`src/rtl/traffic_pkg.sv`:
```
// Shared types and helpers for the intersection phase scheduler.
// Holds the phase enum and the round-robin approach selector.
package traffic_pkg;

  typedef enum logic [1:0] {
    StGreen,
    StYellow,
    StAllRed,
    StWalk
  } state_t;

  localparam int unsigned HomeIdx = 0;
  localparam int unsigned MaxApp  = 32;
  localparam int unsigned IdxW    = 5;

  // First pending approach after cur (cur itself scanned last); home when none pending.
  function automatic int unsigned rr_next(input logic [MaxApp-1:0] pend,
                                          input int unsigned cur,
                                          input int unsigned n_app);
    int unsigned idx;
    logic        found;
    rr_next = HomeIdx;
    found   = 1'b0;
    for (int unsigned k = 1; k <= MaxApp; k++) begin
      if (k <= n_app) begin
        idx = (cur + k) % n_app;
        if (!found && pend[idx[IdxW-1:0]]) begin
          found   = 1'b1;
          rr_next = idx;
        end
      end
    end
  endfunction

endpackage

```
`src/rtl/phase_timer.sv`:
```
// Phase duration counter: synchronous clear, count enable, saturates at all-ones.
module phase_timer #(
  parameter int unsigned TW = 8
) (
  input  logic          clk,
  input  logic          rst,
  input  logic          clr,
  input  logic          en,
  output logic [TW-1:0] cnt
);

  logic [TW-1:0] cnt_q, cnt_d;

  always_comb begin
    cnt_d = cnt_q;
    if (clr) begin
      cnt_d = '0;
    end else if (en && (cnt_q != '1)) begin
      cnt_d = cnt_q + 1'b1;
    end
  end

  always_ff @(posedge clk) begin
    if (rst) begin
      cnt_q <= '0;
    end else begin
      cnt_q <= cnt_d;
    end
  end

  assign cnt = cnt_q;

endmodule

```
`src/rtl/intersection_phase_scheduler.sv`:
```
// Round-robin signal scheduler for N_APP approaches plus a pedestrian walk phase.
// Approach 0 is the rest approach; lamps decode from registered state only.
module intersection_phase_scheduler
  import traffic_pkg::*;
#(
  parameter int unsigned N_APP  = 4,
  parameter int unsigned TW     = 8,
  parameter int unsigned MIN_G  = 10,
  parameter int unsigned MAX_G  = 40,
  parameter int unsigned Y_T    = 4,
  parameter int unsigned AR_T   = 2,
  parameter int unsigned WALK_T = 12,
  localparam int unsigned PW    = (N_APP > 1) ? $clog2(N_APP) : 1
) (
  input  logic             clk,
  input  logic             rst,
  input  logic [N_APP-1:0] req,
  input  logic             ped_req,
  output logic [N_APP-1:0] green,
  output logic [N_APP-1:0] yellow,
  output logic [N_APP-1:0] red,
  output logic             walk,
  output logic [PW-1:0]    phase
);

  state_t             state_q, state_d;
  logic [PW-1:0]      cur_q, cur_d;
  logic [N_APP-1:0]   pend_q, pend_d;
  logic               ped_pend_q, ped_pend_d;
  logic [TW-1:0]      cnt;
  logic [N_APP-1:0]   cur_mask;
  logic [MaxApp-1:0]  pend_ext;
  logic [PW-1:0]      next_idx;
  logic               competing;
  logic               leave_green;
  logic               enter_green;
  logic               enter_walk;
  logic               cnt_clr;

  phase_timer #(
    .TW (TW)
  ) u_phase_timer (
    .clk (clk),
    .rst (rst),
    .clr (cnt_clr),
    .en  (1'b1),
    .cnt (cnt)
  );

  always_comb begin
    cur_mask        = '0;
    cur_mask[cur_q] = 1'b1;
    pend_ext                = '0;
    pend_ext[N_APP-1:0]     = pend_q;
    next_idx  = PW'(rr_next(pend_ext, 32'(cur_q), N_APP));
    competing = (|(pend_q & ~cur_mask)) | ped_pend_q;
    // Release early once the served approach empties; force off at max green otherwise.
    leave_green = (cnt >= TW'(MIN_G - 1)) && competing &&
                  (!(|(req & cur_mask)) || (cnt >= TW'(MAX_G - 1)));
  end

  always_comb begin
    state_d = state_q;
    unique case (state_q)
      StGreen:  if (leave_green) state_d = StYellow;
      StYellow: if (cnt == TW'(Y_T - 1)) state_d = StAllRed;
      StAllRed: if (cnt == TW'(AR_T - 1)) state_d = ped_pend_q ? StWalk : StGreen;
      StWalk:   if (cnt == TW'(WALK_T - 1)) state_d = StGreen;
      default:  state_d = StGreen;
    endcase

    cnt_clr     = (state_d != state_q);
    enter_green = (state_d == StGreen) && (state_q != StGreen);
    enter_walk  = (state_d == StWalk) && (state_q != StWalk);

    cur_d = cur_q;
    if (enter_green) cur_d = next_idx;

    pend_d = pend_q | (req & ~((state_q == StGreen) ? cur_mask : '0));
    if (enter_green) pend_d[next_idx] = 1'b0;

    ped_pend_d = ped_pend_q | (ped_req & (state_q != StWalk));
    if (enter_walk) ped_pend_d = 1'b0;
  end

  always_ff @(posedge clk) begin
    if (rst) begin
      state_q    <= StGreen;
      cur_q      <= PW'(HomeIdx);
      pend_q     <= '0;
      ped_pend_q <= 1'b0;
    end else begin
      state_q    <= state_d;
      cur_q      <= cur_d;
      pend_q     <= pend_d;
      ped_pend_q <= ped_pend_d;
    end
  end

  always_comb begin
    green  = (state_q == StGreen) ? cur_mask : '0;
    yellow = (state_q == StYellow) ? cur_mask : '0;
    red    = ~(green | yellow);
    walk   = (state_q == StWalk);
    phase  = cur_q;
  end

endmodule
```
`config.mk`:
```
export PLATFORM = sky130hd
export DESIGN_NAME = intersection_phase_scheduler
export DESIGN_NICKNAME = d
export VERILOG_FILES = /design/src/rtl/traffic_pkg.sv /design/src/rtl/phase_timer.sv /design/src/rtl/intersection_phase_scheduler.sv
export SDC_FILE = /design/constraint.sdc
export NUM_CORES = 1
export LEC_CHECK = 0
export ABC_AREA = 1
export CAP_MARGIN = 25
export CORE_MARGIN = 2
export CORE_UTILIZATION = 40
export CTS_BUF_LIST = sky130_fd_sc_hd__clkbuf_16
export DETAILED_ROUTE_END_ITERATION = 10
export PLACE_DENSITY = 0.7
export SYNTH_ARGS = -nofsm -noshare
export SYNTH_HDL_FRONTEND = slang
export SYNTH_SLANG_ARGS = --single-unit
```
`constraint.sdc`:
```
create_clock -name clk -period 2.4 [get_ports clk]
set_input_delay 0.6 -clock clk [delete_from_list [all_inputs] [get_ports clk]]
set_output_delay 0.6 -clock clk [all_outputs]
set_load 0.1 [all_outputs]
```
==> metrics.md, run 1 <==
| Metric | Value |
|---|---|
| Fraction of registers with async set/reset | `0%` |
| Rows | `21` |
| Gpl congestion | `0.847` |
| DRC | `0` |
| Total track usage | `16.8%` |
| Routed Antenna Nets | `0` |
| DP HPWL | `2.54 mm` |
| Yosys cell types | `29` |
| P_int | `0.553 mW` |
| Worst-path fanout max | `8` |
| Synth Net Count | `241` |
| Initial antenna violation count | `0` |
| Post-Route WL | `3.11 mm` |
| Pleak | `0.853 nW` |
| Clk pwr share | `45.7%` |
| Synth area leaders | `dfxtp_1 (24%), nand2_1 (15%), inv_1 (8.5%), nand3_1 (7.1%), nor2_1 (6.7%)` |
| Placed cell area | `0.00180 sq mm` |
| First-pass GRT wire length | `5.46 mm` |
| Critical path capture point type | `primary output` |
| 1st-iter DRT viols | `59` |
| Fraction of power spent switching nets | `24.4%` |
| Hold Fails Final Rpt | `0` |
| Starting density of the core | `41.8%` |
| Top cells by count, synth | `nand2_1 (57), inv_1 (32), nor2_1 (25), nand3_1 (20), dfxtp_1 (17)` |
| Status | `finished, final reports clean` |
| Pre-Repair DR Iteration Count | `4` |
| CTS tree | `done` |
| Post-route minimum period | `2.26 ns` |
| Share of cells above drive strength 1 | `25.0%` |
| RSZ-0062 raised after global routing | `false` |
| Worst vdd ir | `0.274 mV` |
| Count leader, synth | `nand2_1` |
| Sequential element share of the synthesized area | `24.2%` |
| Net Switching | `0.179 mW` |
| Clock buffer depth | `2` |
| Gr ovfl total | `0` |
| Max-cap violations | `0` |
| Reg clk slew, reported paths | `0.05 ns` |
| Ant diodes | `0` |
| Vias | `1389` |
| Port-buffer cells | `21` |
| Worst setup SP type | `register` |
| Max Slew Vio Count | `0` |
| Top cell type's share of synthesized area | `24.2%` |
| Worst-Skew Late Latency | `0.25 ns` |
| Die X | `63.3 um` |
| Pre-CTS setup slack | `0.417 ns` |
| Yosys warns | `0` |
| Number of global-route vias before repair | `1326` |
| Headroom to the max-slew limit | `69.6%` |
| Post-CTS setup buffer count | `0` |
| Top Ports | `22` |
| Comb power frac | `13.0%` |
| EDFF count, synth | `0` |
| Fmax | `0.443 GHz` |
| CP Class | `reg2out` |
| Core ar. | `0.00336 sq mm` |
| Final Util | `56.1%` |
| Mapped Cells | `227` |
| Final setup fails | `0` |
| Worst-Margin Slew | `0.455 ns` |
| DR WL/cell | `10.6 um` |
| Nets | `263` |
| Die H | `63.3 um` |
| Avg Vias per Cell | `4.72` |
| Top_reg_cell synth | `dfxtp_1` |
| Die area | `0.00401 sq mm` |
| CP required | `1.80 ns` |
| Largest net degree at the start of global routing | `14` |
| H-tree Lvls | `1` |
| Sequential share of power | `41.3%` |
| Root buf cell | `clkbuf_16` |
| Cell Pwr Density | `388 mW/mm^2` |
| Clock Sinks | `17` |
| Worst min-delay path class | `reg2reg` |
| Final instance area | `0.00189 sq mm` |
| Yosys reg bits | `17` |
| CTS Buf Count | `3` |
| Area Overhead vs Synth | `34.1%` |
| Worst-case clock skew | `0.00371 ns` |
| PnR worst setup slack | `0.140 ns` |
| Arrival @ worst endpoint | `1.66 ns` |
| Mapped Area | `0.00141 sq mm` |
| Tcrit/Tclk final | `94.2%` |
| Cell taking the most area after synthesis | `dfxtp_1` |
| Synth Area per Inst | `6.20 sq um` |
[registers in the layout, summed over array words and instances, names as in the netlist]
| register | cells |
|---|---|
| pend_q | 4 |
| state_q | 2 |
| phase | 2 |
| u_phase_timer.cnt | 8 |
| ped_pend_q | 1 |
[layout by cell type, fill, tap and decap left out]
master           netlist  layout
nand2_1               57      57
inv_1                 32      30
nor2_2                13      20
nand3_1               20      20
nor2_1                25      17
dfxtp_1               17      15
buf_12                 0      12
a21oi_1               12      10
o21ai_0                9       9
ha_1                   7       7
clkdlybuf4s50_1        0       6
nand4_1                5       5
clkinvlp_4             0       3
a21oi_2                1       3
nor2_4                 2       3
inv_2                  3       3
nand2_2                3       3
xor2_1                 3       3
clkbuf_16              0       3
buf_4                  1       3
clkinv_1               2       2
nand2_4                2       2
nand3_2                2       2
nand3b_1               2       2
dfxtp_2                0       2
inv_4                  1       1
o21ai_4                1       1
nand3b_2               1       1
o21ai_1                1       1
xnor2_1                1       1
a31oi_1                1       1
[what timing repair did]
action | CTS | global route
gates resized for setup | 0 | 2
hold buffers | 0 | 0
setup endpoints to repair | 0 | 2
[routing by layer]
metal	up-vias	track usage, %	routed length, um
met5	-	0	0
met4	0	7.88	61
met3	5	2.32	145
met2	34	29.8	1450
met1	599	20.0	1460
li1	751	-	-
[cell families (layout without fill, tap and decap cells)]
| kind of cell | after synthesis | in the layout | share of synthesized area (%) |
|---|---|---|---|
| XOR/XNOR | 4 | 4 | 2.49 |
| adder cells (fa/ha/maj) | 7 | 7 | 6.23 |
| AO/OA/AOI/OAI | 25 | 25 | 10.1 |
| flip-flops | 17 | 17 | 24.2 |
| buffers and inverters | 42 | 63 | 12.2 |
| AND/OR/NAND/NOR | 132 | 132 | 44.8 |
[metrics by stage]
| stage | total power [mW] | hold WS [ns] | instances | TNS [ns] |
|---|---|---|---|---|
| floorplan | 0.376 | 0.491 | 227 | -0.388 |
| global placement | 0.402 | 0.510 | 290 | 0 |
| detailed placement | 0.403 | 0.520 | 290 | 0 |
| CTS | 0.740 | 0.529 | 294 | 0 |
| global route | 0.767 | 0.566 | 294 | 0 |
| finish | 0.732 | 0.527 | 294 | 0 |
[power by group through the flow]
stage | registers (mW) | logic, mW | clock network [mW]
floorplan | 0.305 | 0.0710 | 0
global placement | 0.308 | 0.0940 | 0
detailed placement | 0.308 | 0.0950 | 0
CTS | 0.302 | 0.0956 | 0.342
global route | 0.303 | 0.110 | 0.354
finish | 0.302 | 0.0954 | 0.334
[final cells by class]
type / count / area, sq um
Clock inverter: 1 / 3.75
Timing Repair Buffer: 21 / 323
Tap cell: 46 / 57.6
Clock buffer: 3 / 75.1
Multi-Input combinational cell: 168 / 927
Fill cell: 361 / 1480
Inverter: 38 / 156
Sequential cell: 17 / 343
[critical path, stage by stage (launching register included)]
cell and delay, ns:
dfxtp_1 0.36, inv_1 0.07, nor2_1 0.17, inv_1 0.22
a21oi_1 0.27, clkinvlp_4 0.15, buf_12 0.18
[final timing paths]
kind | endpoint | cells after the start | start | slack, ns
setup / recovery | red[0] | 6 | state_q[0] | 0.14
hold / removal | phase[1] | 2 | phase[1] | 0.53
setup reg to reg | u_phase_timer.cnt[6] | 12 | phase[0] | 0.54
hold reg to reg | phase[1] | 2 | phase[1] | 0.53
Power figures use the tool's default switching activity.
==> run 2: changes to the inputs <==
--- a/config.mk
+++ b/config.mk
@@ -7,10 +7,12 @@
 export LEC_CHECK = 0
 export ABC_AREA = 1
 export CAP_MARGIN = 25
+export CORE_ASPECT_RATIO = 1.5
 export CORE_MARGIN = 2
 export CORE_UTILIZATION = 40
 export CTS_BUF_LIST = sky130_fd_sc_hd__clkbuf_16
 export DETAILED_ROUTE_END_ITERATION = 10
+export MAX_ROUTING_LAYER = met4
 export PLACE_DENSITY = 0.7
 export SYNTH_ARGS = -nofsm -noshare
 export SYNTH_HDL_FRONTEND = slang
==> metrics.md, run 2 (synthesis results as in run 1) <==
| Metric | Value |
|---|---|
| Number of global-route vias before repair | `1405 (was 1326)` |
| Gr ovfl total | `0 (unchanged)` |
| Cts hold-fix bufs | `0 (unchanged)` |
| Hold Fails Final Rpt | `0 (unchanged)` |
| Routed Antenna Nets | `0 (unchanged)` |
| Worst setup SP type | `register (unchanged)` |
| Rows | `26 (was 21)` |
| Post-Route WL | `3.17 mm (was 3.11 mm)` |
| CP required | `1.80 ns (about the same)` |
| DP HPWL | `2.67 mm (was 2.54 mm)` |
| Cell Pwr Density | `391 mW/mm^2 (was 388 mW/mm^2)` |
| Fraction of power spent switching nets | `24.4% (about the same)` |
| DR WL/cell | `10.9 um (was 10.6 um)` |
| Pleak | `0.858 nW (was 0.853 nW)` |
| CTS tree | `done (unchanged)` |
| Area Overhead vs Synth | `33.8% (was 34.1%)` |
| Tcrit/Tclk final | `93.4% (was 94.2%)` |
| Arrival @ worst endpoint | `1.64 ns (was 1.66 ns)` |
| Die area | `0.00402 sq mm (was 0.00401 sq mm)` |
| Max-cap violations | `0 (unchanged)` |
| Initial antenna violation count | `0 (unchanged)` |
| Worst-case clock skew | `0.00322 ns (was 0.00371 ns)` |
| Share of cells above drive strength 1 | `24.9% (was 25.0%)` |
| Ant diodes | `0 (unchanged)` |
| Pre-CTS setup slack | `0.427 ns (was 0.417 ns)` |
| Post-CTS setup buffer count | `0 (unchanged)` |
| Vias | `1388 (was 1389)` |
| Pre-Repair DR Iteration Count | `4 (unchanged)` |
| Net Switching | `0.179 mW (about the same)` |
| Worst min-delay path class | `reg2reg (unchanged)` |
| Port-buffer cells | `21 (unchanged)` |
| PnR worst setup slack | `0.157 ns (was 0.140 ns)` |
| Largest net degree at the start of global routing | `14 (unchanged)` |
| CTS Buf Count | `3 (unchanged)` |
| Top Ports | `22 (unchanged)` |
| DRC | `0 (unchanged)` |
| Max Slew Vio Count | `0 (unchanged)` |
| First-pass GRT wire length | `5.70 mm (was 5.46 mm)` |
| Worst-path fanout max | `8 (unchanged)` |
| Clock buffer depth | `2 (unchanged)` |
| Sequential share of power | `41.2% (was 41.3%)` |
| Worst vdd ir | `0.530 mV (was 0.274 mV)` |
| H-tree Lvls | `1 (unchanged)` |
| Starting density of the core | `41.6% (was 41.8%)` |
| Layout fillers | `334 (was 361)` |
| CP peak stage delay | `0.36 ns (about the same)` |
| Critical path capture point type | `primary output (unchanged)` |
| Post-route minimum period | `2.24 ns (was 2.26 ns)` |
| Worst path slowest cell | `dfxtp_1 (unchanged)` |
| Worst reg2reg path depth | `12 (unchanged)` |
| Final setup fails | `0 (unchanged)` |
| Clk pwr share | `45.7% (about the same)` |
| Die X | `52.4 um (was 63.3 um)` |
| Root buf cell | `clkbuf_16 (unchanged)` |
| Worst-Margin Slew | `0.412 ns (was 0.455 ns)` |
| Post-CTS sizing | `0 (unchanged)` |
| Worst-Skew Late Latency | `0.25 ns (about the same)` |
| 1st-iter DRT viols | `16 (was 59)` |
| Headroom to the max-slew limit | `72.5% (was 69.6%)` |
| Clock Sinks | `17 (unchanged)` |
| Crit-path cells | `inv_1, nor2_1, inv_1, a21oi_1, clkinvlp_4, buf_12 (unchanged)` |
| Die H | `76.6 um (was 63.3 um)` |
| Max reg flops | `8 (unchanged)` |
| Worst Hold Path Cells | `3 (was 2)` |
| Status | `finished, final reports clean (unchanged)` |
| P_int | `0.556 mW (was 0.553 mW)` |
| Core ar. | `0.00338 sq mm (was 0.00336 sq mm)` |
| Fmax | `0.446 GHz (was 0.443 GHz)` |
| Avg Vias per Cell | `4.77 (was 4.72)` |
| Total track usage | `18.6% (was 16.8%)` |
| Reg clk slew, reported paths | `0.05 ns (about the same)` |
| Final Util | `55.6% (was 56.1%)` |
| CP Class | `reg2out (unchanged)` |
| Commonest cells after routing, fill and taps aside | `nand2_1 (57), inv_1 (29), nor2_2 (20), nand3_1 (20), nor2_1 (17) (was nand2_1 (57), inv_1 (30), nor2_2 (20), nand3_1 (20), nor2_1 (17))` |
| RSZ-0062 raised after global routing | `false (unchanged)` |
| Critical Path Most Common Cell | `inv_1 (unchanged)` |
| Gpl congestion | `0.883 (was 0.847)` |
| Nets | `264 (was 263)` |
| Comb power frac | `13.1% (was 13.0%)` |
| Most common cell after layout, fill and taps aside | `nand2_1 (unchanged)` |
run 2: cell types whose count changed in the layout (fill, tap and decap cells not counted), sizes merged:
cell,change
buf,+1
clkinv,+1
inv,-1
run 2: power groups by stage:
stage | clock network (mW) | logic [mW] | registers (mW)
final | 0.336 | 0.0961 | 0.303
after detailed placement | 0 | 0.0965 | 0.308
after CTS | 0.348 | 0.0970 | 0.302
after global placement | 0 | 0.0954 | 0.308
after floorplan | 0 | 0.0710 | 0.305
after global routing | 0.356 | 0.111 | 0.304
run 2: cell type report:
| class | count | area, sq um | area share [%] |
|---|---|---|---|
| Clock buffer | 3 | 75.1 | 3.99 |
| Clock inverter | 1 | 5.00 | 0.266 |
| Inverter | 38 | 156 | 8.31 |
| Multi-Input combinational cell | 168 | 920 | 48.9 |
| Sequential cell | 17 | 343 | 18.2 |
| Tap cell | 42 | 52.6 | 2.79 |
| Timing Repair Buffer | 22 | 330 | 17.6 |
run 2: path summary, 6_finish.rpt:
path                            startpoint                   end  slack [ns]
worst max register to register    phase[0]  u_phase_timer.cnt[2]        0.56
worst max-delay path            state_q[0]                red[1]        0.16
worst min register to register  ped_pend_q            ped_pend_q        0.52
worst min-delay path            ped_pend_q            ped_pend_q        0.52
run 2: critical path: cells and delay by family, from the launching register on:
kind,cells,cell delay (ns)
buffers and inverters,4,0.61
and+or+nand+nor,1,0.15
DFF,1,0.36
AOI/OAI and AO/OA,1,0.28
run 2: per-stage QoR:
| stage | power (mW) | cells | TNS [ns] | hold slack, ns | area, sq um |
|---|---|---|---|---|---|
| 2_1_floorplan | 0.376 | 227 | -0.388 | 0.491 | 1450 |
| 3_3_place_gp | 0.404 | 287 | 0 | 0.506 | 1800 |
| 3_5_place_dp | 0.405 | 287 | 0 | 0.511 | 1800 |
| 4_1_cts | 0.748 | 291 | 0 | 0.519 | 1880 |
| 5_1_grt | 0.771 | 291 | 0 | 0.552 | 1880 |
| 6_report | 0.735 | 291 | 0 | 0.518 | 1880 |
run 2: routing by layer:
metal	vias up	routed length, um	GRT usage [%]
li1	749	-	-
met5	-	0	-
met1	614	1240	18.1
met2	20	1780	34.9
met3	5	94	2.75
met4	0	52	6.67
